`src/rtl/dmac_control_unit.sv`:
```
// dmac_control_unit
//   Control FSM for the two-channel AHB DMA controller. It arbitrates two
//   peripheral requests with a fixed priority (channel 1 first) and interrupts
//   the CPU so that it programs the transfer. It then requests the AHB bus,
//   runs the selected channel while the grant is held, and acknowledges the
//   peripheral once the datapath signals completion. A configuration watchdog
//   abandons requests that the CPU never services.
//
// Parameters
//   CFG_TIMEOUT  cycles allowed in WAIT_CFG before abort (0 disables watchdog)
//   CNT_W        watchdog counter width (CFG_TIMEOUT < 2**CNT_W)
//
// Ports
//   clk, rst      clock, asynchronous active-high reset
//   DmacReq[1:0]  peripheral requests (bit0 = ch1, bit1 = ch2), level
//   C_config      CPU finished configuring (datapath Ctrl_Reg[16])
//   irq           transfer complete from datapath
//   con_new_sel   latched channel select from datapath
//   HGrant        AHB bus grant
//   HBusReq       AHB bus request
//   con_en        datapath select-latch enable
//   con_sel       channel select (0 = ch1, 1 = ch2)
//   channel_en_1  run channel 1
//   channel_en_2  run channel 2
//   cfg_req       CPU interrupt: configure DMAC
//   DmacAck[1:0]  one-cycle acknowledge to the served peripheral
//   cfg_err       one-cycle pulse on watchdog abort
module dmac_control_unit #(
    parameter int unsigned CFG_TIMEOUT = 1024,
    parameter int unsigned CNT_W       = 16
) (
    input  logic       clk,
    input  logic       rst,
    input  logic [1:0] DmacReq,
    input  logic       C_config,
    input  logic       irq,
    input  logic       con_new_sel,
    input  logic       HGrant,
    output logic       HBusReq,
    output logic       con_en,
    output logic       con_sel,
    output logic       channel_en_1,
    output logic       channel_en_2,
    output logic       cfg_req,
    output logic [1:0] DmacAck,
    output logic       cfg_err
);

    typedef enum logic [2:0] {
        IDLE,
        ARB,
        WAIT_CFG,
        BUS_REQ,
        XFER,
        DONE
    } state_t;

    // Counter value seen in the last permitted WAIT_CFG cycle.
    localparam logic [CNT_W-1:0] CNT_LAST =
        (CFG_TIMEOUT == 0) ? '0 : CNT_W'(CFG_TIMEOUT - 1);

    state_t           state_q;
    state_t           state_d;
    logic             sel_q;
    logic [CNT_W-1:0] cnt_q;
    logic             cfg_err_q;
    logic             wd_expire;

    // C_config wins over the timeout when both occur in the same cycle.
    assign wd_expire = (CFG_TIMEOUT != 0) && (state_q == WAIT_CFG) &&
                       !C_config && (cnt_q == CNT_LAST);

    // State register, channel select, watchdog counter, error pulse.
    always_ff @(posedge clk or posedge rst) begin
        if (rst) begin
            state_q   <= IDLE;
            sel_q     <= 1'b0;
            cnt_q     <= '0;
            cfg_err_q <= 1'b0;
        end else begin
            state_q   <= state_d;
            cfg_err_q <= wd_expire;
            // Channel 1 has priority: pick channel 2 only when bit0 is low.
            if (state_q == IDLE && DmacReq != 2'b00) begin
                sel_q <= ~DmacReq[0];
            end
            if (state_q == ARB) begin
                cnt_q <= '0;
            end else if (state_q == WAIT_CFG) begin
                cnt_q <= cnt_q + 1'b1;
            end
        end
    end

    // Next-state logic.
    always_comb begin
        state_d = state_q;
        unique case (state_q)
            IDLE: begin
                if (DmacReq != 2'b00) state_d = ARB;
            end
            ARB: begin
                state_d = WAIT_CFG;
            end
            WAIT_CFG: begin
                if (C_config)       state_d = BUS_REQ;
                else if (wd_expire) state_d = IDLE;
            end
            BUS_REQ: begin
                if (HGrant) state_d = XFER;
            end
            XFER: begin
                if (irq) state_d = DONE;
            end
            DONE: begin
                state_d = IDLE;
            end
            default: begin
                state_d = IDLE;
            end
        endcase
    end

    // Outputs: Moore decode of state/sel_q; channel enables also gate on HGrant.
    always_comb begin
        HBusReq      = 1'b0;
        con_en       = 1'b0;
        cfg_req      = 1'b0;
        DmacAck      = 2'b00;
        channel_en_1 = 1'b0;
        channel_en_2 = 1'b0;
        con_sel      = sel_q;
        cfg_err      = cfg_err_q;
        unique case (state_q)
            ARB:      con_en  = 1'b1;
            WAIT_CFG: cfg_req = 1'b1;
            BUS_REQ:  HBusReq = 1'b1;
            XFER: begin
                HBusReq      = 1'b1;
                channel_en_1 = HGrant & ~con_new_sel;
                channel_en_2 = HGrant &  con_new_sel;
            end
            DONE:     DmacAck = sel_q ? 2'b10 : 2'b01;
            default: ;
        endcase
    end

endmodule

```
`config.mk`:
```
export PLATFORM = sky130hd
export DESIGN_NAME = dmac_control_unit
export DESIGN_NICKNAME = d
export VERILOG_FILES = /design/src/rtl/dmac_control_unit.sv
export SDC_FILE = /design/constraint.sdc
export NUM_CORES = 1
export LEC_CHECK = 0
export BUFFER_PORTS_ARGS = -buffer_cell sky130_fd_sc_hd__buf_2
export CAP_MARGIN = 20
export CORE_MARGIN = 2
export CORE_UTILIZATION = 35
export DETAILED_ROUTE_END_ITERATION = 10
export GPL_TIMING_DRIVEN = 1
export PLACE_DENSITY = 0.6
export SLEW_MARGIN = 0
export SYNTH_ARGS = -nofsm -noshare
export SYNTH_HDL_FRONTEND = slang
export SYNTH_SLANG_ARGS = --single-unit
```
`constraint.sdc`:
```
create_clock -name clk -period 2.8 [get_ports clk]
set_clock_uncertainty 0.05 [all_clocks]
set_input_delay 0.84 -clock clk [delete_from_list [all_inputs] [get_ports clk]]
set_output_delay 0.84 -clock clk [all_outputs]
set_load 0.02 [all_outputs]
```
==> impl_metrics.py <==
metrics = {
    "outcome": {
        "outcome": "completed",
    },
    "worst_hold_path": {
        "hold_end": "cnt_q[15]",
        "holdPathStages": 1,
        "hold_class": "flip-flop to flip-flop",
        "worstHoldStart": "cnt_q[15]",
    },
    "placed_design": {
        "gp_congestion": 0.801,
        "port_buffers": 16,
        "hpwl_mm": 1.65,
    },
    "timing": {
        "setup_viol": 0,
        "fmax_mhz": 376,
        "post-route-period-util_pct": 95.0,
        "period_minus_slack_ns": 2.66,
        "max_slew_margin_pct": 45.7,
        "slew_violations": 0,
        "rsz0062_at_grt": "no",
        "tightest_slew_ns": 0.813,
        "fin_setup_tns_ns": 0,
        "finalHoldViolCount": 0,
    },
    "critical_path": {
        "r2r-end": "cnt_q[13]",
        "crit_type": "flip-flop to primary output",
        "cp_slowest_cell": "or3b_1",
        "cp_max_fo": 10,
        "critPathArrivalTime_ns": 1.77,
        "r2r_setup_slack_ns": 0.87,
        "end_kind": "primary output",
        "crit_family": "simple AND/OR/NAND/NOR gates",
        "crit_buf_inv": 2,
        "critPathLaunch": "state_q[0]",
        "critPathMaxStageDelay_ns": 0.59,
        "ff2ff_path_depth": 5,
        "r2r_start": "state_q[0]",
        "startpoint_type": "flip-flop",
        "path_cells": "or3b_1 > inv_4 > buf_2",
        "worstPathRequired_ns": 1.91,
    },
    "routing": {
        "drc": 0,
        "wirelength_mm": 2.40,
        "ant_nets": 0,
        "firstDrtPassIters": 4,
        "avgViaCountPerCell": 5.51,
        "dr_total_vias": 980,
        "wl_per_cell_um": 13.5,
        "drtIter0Drc": 64,
    },
    "yosys": {
        "yosys_register_bits": 21,
        "ys_warn_count": 0,
        "syn_nets": 127,
        "synth_cell_type_count": 34,
        "synthCells": 118,
        "synth.area.top_cells": "dfrtp_1 (47%), o21ai_0 (5.8%), nand2_1 (5.1%)",
        "synth_area_per_cell_sq_um": 9.43,
        "ys_seq_area_share_pct": 47.2,
        "syn_area_sq_um": 1110,
        "synth_top_area_share_pct": 47.2,
        "synth_top_cell_by_area": "dfrtp_1",
    },
    "power": {
        "ir_drop_mv": 0.319,
        "powerDensity_nw_per_um2": 773,
        "totalPowerFinal_uw": 962,
        "total_leakage_power_uw": 0.000594,
    },
    "run": {
        "maxCapViolCount": 0,
    },
    "floorplan": {
        "dieWidth_um": 60.4,
        "core_sq_um": 3030,
        "die_y_um": 60.4,
        "pin_count": 17,
        "rows": 20,
        "initial_core_util_pct": 36.7,
        "dieArea_sq_um": 3650,
    },
    "global_routing": {
        "grt_pass1_vias": 834,
        "grt_usage_pct": 13.9,
        "overflow": 0,
        "grt_pass1_wl_mm": 3.84,
        "antenna_found_initial": 0,
        "grt_max_degree": 22,
    },
    "clock_network": {
        "clock_latency_ns": 0.32,
        "cts_buffers": 3,
        "post_cts_buffers": 0,
        "postCtsHoldBufs": 0,
        "cts_tree": "built",
        "htreeDepth": 1,
        "root_buffer": "clkbuf_4",
        "post_cts_resized": 0,
        "clockBufferDepth": 2,
        "clock_sinks": 21,
        "clkTransAtPathRegs_ns": 0.13,
    },
    "layout": {
        "area_growth_pct": 11.8,
        "fin_nets": 144,
        "drive_above_1_share_pct": 18.7,
        "fillers": 305,
        "layout_common_cells": "dfrtp_1 (21), buf_2 (16), nand2_1 (15)",
        "final_common_cell": "dfrtp_1",
        "antenna_cells": 0,
    },
}
## power by group
group          switching, uW  internal (uW)  total [uW]
registers               74.2            356         430
logic                    245            130         375
clock network            103           53.6         156
## cells by family after synthesis
logic type               after synthesis  share of synthesized area [%]
buffers and inverters                 10                           5.06
AND/OR/NAND/NOR                       55                           28.7
flip-flops                            21                           47.2
multiplexers                           2                           1.80
adder cells (fa/ha/maj)                1                           1.12
AO/OA/AOI/OAI                         29                           16.1
## final cells by class
type,count,area [sq um],area share (%)
Multi-Input combinational cell,87,531,42.7
Clock buffer,3,22.5,1.81
Tap cell,44,55.1,4.43
Sequential cell,21,526,42.3
Inverter,6,25.0,2.01
Timing Repair Buffer,16,80.1,6.44
Clock inverter,1,5.00,0.402
## layer usage
metal / up-vias / global-route usage (%) / wire length, um
met5: - / 0 / 0
met4: 0 / 1.90 / 16
li1: 473 / - / -
met1: 473 / 19.8 / 1210
met2: 30 / 21.9 / 1040
met3: 4 / 3.84 / 141
## flip-flops by register name, indices dropped and copies added (netlist names)
| register | flops |
|---|---|
| state_q | 3 |
| cnt_q | 16 |
| cfg_err | 1 |
| con_sel | 1 |
## worst max path at each step
stage                               to  slack, ns  cells after the start
after global routing           cfg_req       0.08                      3
after floorplan           channel_en_1       0.52                      2
after CTS                      cfg_req       0.16                      3
after detailed placement       cfg_req       0.54                      3
final                          cfg_req       0.14                      3
after global placement         cfg_req       0.55                      3
## through the flow
step / worst slack (ns) / utilization [%] / area (sq um) / cells / hold WS (ns)
5_1_grt: 0.0785 / 41.1 / 1240 / 178 / 0.487
3_3_place_gp: 0.552 / 40.2 / 1220 / 174 / 0.432
2_1_floorplan: 0.525 / - / 1110 / 118 / 0.403
6_report: 0.141 / 41.1 / 1240 / 178 / 0.460
4_1_cts: 0.160 / 41.1 / 1240 / 178 / 0.452
3_5_place_dp: 0.540 / 40.2 / 1220 / 174 / 0.431
## cell usage after synthesis
| master | number |
|---|---|
| and4_1 | 2 |
| nor2b_1 | 2 |
| clkbuf_1 | 1 |
| ha_1 | 1 |
| nand3b_1 | 1 |
| nand2_1 | 15 |
| nor4_1 | 3 |
| a21oi_1 | 3 |
| nand4_2 | 1 |
| and4bb_2 | 1 |
| nor3_1 | 6 |
| nand4_1 | 2 |
| nor4_4 | 1 |
| or3b_1 | 1 |
| buf_6 | 2 |
| o211ai_1 | 4 |
| o31ai_1 | 4 |
| inv_4 | 1 |
| o21ai_0 | 13 |
| or3b_2 | 1 |
| o41ai_1 | 1 |
| a31oi_1 | 1 |
| buf_2 | 1 |
| mux2i_1 | 2 |
| inv_1 | 5 |
| and4b_1 | 1 |
| nor2_1 | 5 |
| and3_1 | 4 |
| dfrtp_1 | 21 |
| o22ai_1 | 1 |
| o31a_1 | 1 |
| a22o_1 | 1 |
| nand3_1 | 8 |
| or3_1 | 1 |
No activity file was read; power rests on OpenSTA's default activity.
